==> src/rtl/fetch_stage.sv <==
// RV32i instruction fetch stage: PC register, next-PC selection and decode-side PC/prediction registers.
// Optional direct-mapped branch target buffer enabled by defining FETCH_BTB_EN.
module fetch_stage #(
  parameter logic [11:0] RESET_PC    = 12'h000,
  parameter int unsigned BTB_ENTRIES = 16
) (
  input  logic        CLK,
  input  logic        RST_N,
  input  logic        Stall_En,
  input  logic        Redirect_En_E,
  input  logic [11:0] Redirect_Target_E,
  input  logic        Update_En_E,
  input  logic [11:0] Update_PC_E,
  input  logic        Update_Taken_E,
  input  logic [11:0] Update_Target_E,
  output logic [11:0] PC_F,
  output logic [11:0] PC_D,
  output logic        Pred_Taken_D,
  output logic [11:0] Pred_Target_D
);

  localparam int unsigned PCW = 12;

  logic [PCW-1:0] pc_f_q, pc_f_d;
  logic [PCW-1:0] pc_d_q;
  logic           pred_taken_c;
  logic [PCW-1:0] pred_target_c;

`ifdef FETCH_BTB_EN
  localparam int unsigned IDXW = $clog2(BTB_ENTRIES);
  localparam int unsigned TAGW = PCW - 2 - IDXW;

  logic [BTB_ENTRIES-1:0] valid_q;
  logic [TAGW-1:0]        tag_q [BTB_ENTRIES];
  logic [PCW-1:0]         tgt_q [BTB_ENTRIES];
  logic [1:0]             ctr_q [BTB_ENTRIES];

  logic [IDXW-1:0] lk_idx_c, up_idx_c;
  logic [TAGW-1:0] lk_tag_c, up_tag_c;
  logic            lk_hit_c, up_hit_c;
  logic            pred_taken_q;
  logic [PCW-1:0]  pred_target_q;
  logic            unused_c;

  assign unused_c = ^{Redirect_Target_E[1:0], Update_PC_E[1:0], Update_Target_E[1:0]};

  // Lookup reads pre-update contents; writes land at the edge.
  assign lk_idx_c      = pc_f_q[IDXW+1:2];
  assign lk_tag_c      = pc_f_q[PCW-1:IDXW+2];
  assign lk_hit_c      = valid_q[lk_idx_c] && (tag_q[lk_idx_c] == lk_tag_c);
  assign pred_taken_c  = lk_hit_c && (ctr_q[lk_idx_c] >= 2'd2);
  assign pred_target_c = pred_taken_c ? tgt_q[lk_idx_c] : '0;

  assign up_idx_c = Update_PC_E[IDXW+1:2];
  assign up_tag_c = Update_PC_E[PCW-1:IDXW+2];
  assign up_hit_c = valid_q[up_idx_c] && (tag_q[up_idx_c] == up_tag_c);

  // BTB update: saturating counter on hit, allocate on taken miss.
  always_ff @(posedge CLK) begin
    if (!RST_N) begin
      valid_q <= '0;
    end else if (Update_En_E) begin
      if (up_hit_c) begin
        if (Update_Taken_E) begin
          ctr_q[up_idx_c] <= (ctr_q[up_idx_c] == 2'd3) ? 2'd3 : 2'(ctr_q[up_idx_c] + 2'd1);
          tgt_q[up_idx_c] <= {Update_Target_E[PCW-1:2], 2'b00};
        end else begin
          ctr_q[up_idx_c] <= (ctr_q[up_idx_c] == 2'd0) ? 2'd0 : 2'(ctr_q[up_idx_c] - 2'd1);
        end
      end else if (Update_Taken_E) begin
        valid_q[up_idx_c] <= 1'b1;
        tag_q[up_idx_c]   <= up_tag_c;
        tgt_q[up_idx_c]   <= {Update_Target_E[PCW-1:2], 2'b00};
        ctr_q[up_idx_c]   <= 2'd2;
      end
    end
  end

  // Prediction travels with the instruction; a redirect always kills it.
  always_ff @(posedge CLK) begin
    if (!RST_N) begin
      pred_taken_q  <= 1'b0;
      pred_target_q <= '0;
    end else begin
      if (!Stall_En) begin
        pred_taken_q  <= pred_taken_c;
        pred_target_q <= pred_target_c;
      end
      if (Redirect_En_E) begin
        pred_taken_q <= 1'b0;
      end
    end
  end

  assign Pred_Taken_D  = pred_taken_q;
  assign Pred_Target_D = pred_target_q;
`else
  logic unused_c;

  assign unused_c = ^{Redirect_Target_E[1:0], Update_En_E, Update_PC_E,
                      Update_Taken_E, Update_Target_E};

  assign pred_taken_c  = 1'b0;
  assign pred_target_c = '0;
  assign Pred_Taken_D  = 1'b0;
  assign Pred_Target_D = '0;
`endif

  // Next-PC priority: redirect, stall, prediction, sequential.
  always_comb begin
    pc_f_d = PCW'(pc_f_q + PCW'(4));
    if (Redirect_En_E) begin
      pc_f_d = {Redirect_Target_E[PCW-1:2], 2'b00};
    end else if (Stall_En) begin
      pc_f_d = pc_f_q;
    end else if (pred_taken_c) begin
      pc_f_d = pred_target_c;
    end
  end

  always_ff @(posedge CLK) begin
    if (!RST_N) begin
      pc_f_q <= RESET_PC;
      pc_d_q <= '0;
    end else begin
      pc_f_q <= pc_f_d;
      if (!Stall_En) begin
        pc_d_q <= pc_f_q;
      end
    end
  end

  assign PC_F = pc_f_q;
  assign PC_D = pc_d_q;

endmodule

==> config.mk <==
export PLATFORM = sky130hd
export DESIGN_NAME = fetch_stage
export DESIGN_NICKNAME = d
export VERILOG_FILES = /design/src/rtl/fetch_stage.sv
export SDC_FILE = /design/constraint.sdc
export NUM_CORES = 1
export LEC_CHECK = 0
export ABC_AREA = 1
export BUFFER_PORTS_ARGS = -buffer_cell sky130_fd_sc_hd__buf_2
export CORE_MARGIN = 2
export CORE_UTILIZATION = 40
export CTS_CLUSTER_DIAMETER = 50
export DETAILED_ROUTE_END_ITERATION = 12
export GPL_TIMING_DRIVEN = 1
export PLACE_DENSITY = 0.78
export SYNTH_ARGS = -nofsm -noshare
export SYNTH_HDL_FRONTEND = slang
export SYNTH_SLANG_ARGS = --single-unit
==> constraint.sdc <==
create_clock -name CLK -period 1.47 [get_ports CLK]
set_input_delay 0.441 -clock CLK [delete_from_list [all_inputs] [get_ports CLK]]
set_output_delay 0.441 -clock CLK [all_outputs]
set_load 0.01 [all_outputs]
==> qor.yml <==
dr.first_iter.drc_count: 7
antenna_cells: 0
grt_pass1_vias: 885
insertion_delay_ns: 0.31
worstSetupPathType: "register to output pin"
path_cells: "buf_4, buf_2"
required_ns: 1.03
synthesis.area_sq_um: 1110
dpl_cell_area_sq_um: 1240
antenna_found_initial: 0
synth_area_leaders: "dfxtp_1, buf_4, nand2_1"
die_height_um: 56.7
rrSetupSlack_ns: 0.26
finalMaxSlewViolations: 0
cts_tree: "built"
hold_buffers: 0
synth_commonest_cells: "nand2_1, dfxtp_1, inv_1, o21ai_0"
crit_path_max_fanout: 4
ant_nets: 0
slowest_stage: "dfxtp_1"
place_congestion: 0.831
area_growth_pct: 15.5
fin_util_pct: 47.8
fin_skew_ns: 0.0127
core.rowCount: 19
path_buf_inv: 2
io_pins: 79
whs_ns: 0.402
switching_share_pct: 29.5
detailed_place_hpwl_um: 1780
crit_path_start_kind: "register"
multi_input_area_sq_um: 532
p_sw_mw: 0.337
synth_top_area_share_pct: 36.0
synth_area_leader_cell: "dfxtp_1"
cts_inserted_buffers: 3
status: "finished, final reports clean"
muxShareOfSynthArea_pct: 0
rsz0062_at_grt: "no"
ir_worst_vdd_uv: 589
synth_ff_type: "dfxtp_1"
initial_core_util_pct: 41.4
ctsLongestPathBuffers: 2
setup_viol: 0
place_ws_ns: 0.161
setup_ws_ns: 0.0974
power_leakage_nw: 0.680
cts-root-buf: "clkbuf_4"
arrival_ns: 0.93
seq_power_share_pct: 53.0
nets: 238
die_x_um: 56.7
synth-compound-area-share_pct: 16.2
cp_top_family: "flip-flops"
period_minus_slack_ns: 1.37
synth-adder-area-share_pct: 1.13
layout-drive-gt1-share_pct: 25.8
coreArea_sq_um: 2690
cellInternalPower_mw: 0.804
critPathMaxStageDelay_ns: 0.35
path_clk_slew_ns: 0.12
crit_path_end_kind: "output pin"
clock-sinks: 20
final_cell_area_sq_um: 1280
synth_xor_area_share_pct: 2.36
seqCellArea_sq_um: 403
synthSimpleGateAreaFrac_pct: 22.4
postSynthAreaPerCell_sq_um: 6.99
io_buffers: 33
grt_pass1_wl_um: 3970
drt-wirelength-per-cell_um: 10.7
synth_top_family_by_area: "simple AND/OR/NAND/NOR gates"
grt_overflow_total: 0
n_fill_cell: 292
yosysMostFrequentCell: "nand2_1"
pwr-share-clk_pct: 29.1
vias_per_cell: 4.62
dieArea_sq_um: 3220
track_usage_pct: 16.0
synthDistinctLibCells: 20
fin_setup_tns_ns: 0
hold_class: "primary input to register"
cts.htree.levels: 1
drc_errors: 0
fin_crit_sh_pct: 93.4
max_freq_mhz: 729
ys_ff_latch: 20
vias: 1040
first_pass_iters: 3
ys_warn_count: 0
ys_async_sr_fraction_pct: 0
grt_max_degree: 14
final-hold-violation-count: 0
yosysSeqAreaShare_pct: 36.0
pwr-share-comb_pct: 18.0
maxCapViolCount: 0
synth_cells: 159
power_density_nw_per_um2: 889
wirelength_um: 2410
synth-edff-count: 0
==> area by class of cell <==
class	count	area share [%]
well taps	31	3.02
inverters	23	6.73
repair buffers	36	14.6
flip-flops and latches	20	31.4
multi-input cells	111	41.4
clock buffers	4	2.83
==> stage by stage <==
step | power (mW) | instances
after detailed placement | 0.821 | 221
final | 1.14 | 225
after global routing | 1.21 | 225
after floorplan | 0.777 | 175
after CTS | 1.16 | 225
after global placement | 0.818 | 221
==> final timing paths <==
path / from / end / depth (start not counted)
setup / recovery: PC_F[2] / PC_F[2] / 2
setup reg to reg: PC_F[3] / PC_F[6] / 6
hold reg to reg: PC_D[2] / PC_D[2] / 2
hold / removal: Redirect_Target_E[4] / PC_F[4] / 3
==> registers in the layout, summed over array words and instances, names as in the netlist <==
name / cells
PC_D: 10
PC_F: 10
==> tightest hold or removal path: stages <==
cell and delay [ns]:
buf_2 0.07, o21ai_0 0.07, a21oi_1 0.10
==> routing by layer <==
layer | vias up | part of all wire (%) | track usage [%] | routed length, um
met1 | 464 | 47 | 20.3 | 1130
met2 | 33 | 45 | 25.1 | 1080
met4 | 0 | 1.3 | 5.10 | 31
met5 | - | 0 | 0 | 0
li1 | 539 | - | - | -
met3 | 4 | 6.9 | 5.76 | 166
==> repair_timing <==
| action | in CTS | in global routing |
|---|---|---|
| setup endpoints to repair | 0 | 2 |
| setup buffers | 0 | 0 |
| gates resized for setup | 0 | 2 |
==> cells in the final DEF (no fill, tap or decap) <==
cell	instances
a21oi_1	17
buf_2	33
buf_4	3
clkbuf_4	3
clkbuf_8	1
conb_1	17
dfxtp_1	18
dfxtp_2	2
ha_1	1
inv_1	20
inv_2	3
nand2_1	28
nand2_2	2
nand3_1	12
nand3_2	1
nand4_1	2
nor2_1	7
nor2_4	2
o21ai_0	18
o21ai_1	1
xor2_1	3
==> power groups by stage <==
| stage | combinational [mW] | clock (mW) | sequential, mW |
|---|---|---|---|
| final | 0.205 | 0.332 | 0.605 |
| after global routing | 0.231 | 0.368 | 0.610 |
| after CTS | 0.206 | 0.347 | 0.605 |
| after detailed placement | 0.204 | 0 | 0.617 |
| after global placement | 0.202 | 0 | 0.616 |
| after floorplan | 0.145 | 0 | 0.632 |
==> kinds of logic (layout without fill, tap and decap cells) <==
kind of cell,Yosys count,in the layout
flops,20,20
buf+inv,44,63
xor+xnor,3,3
simple gates,54,54
fa+ha+maj,1,1
other cells,1,17
compound gates,36,36
Note: power is estimated with default switching activity, not from simulation.
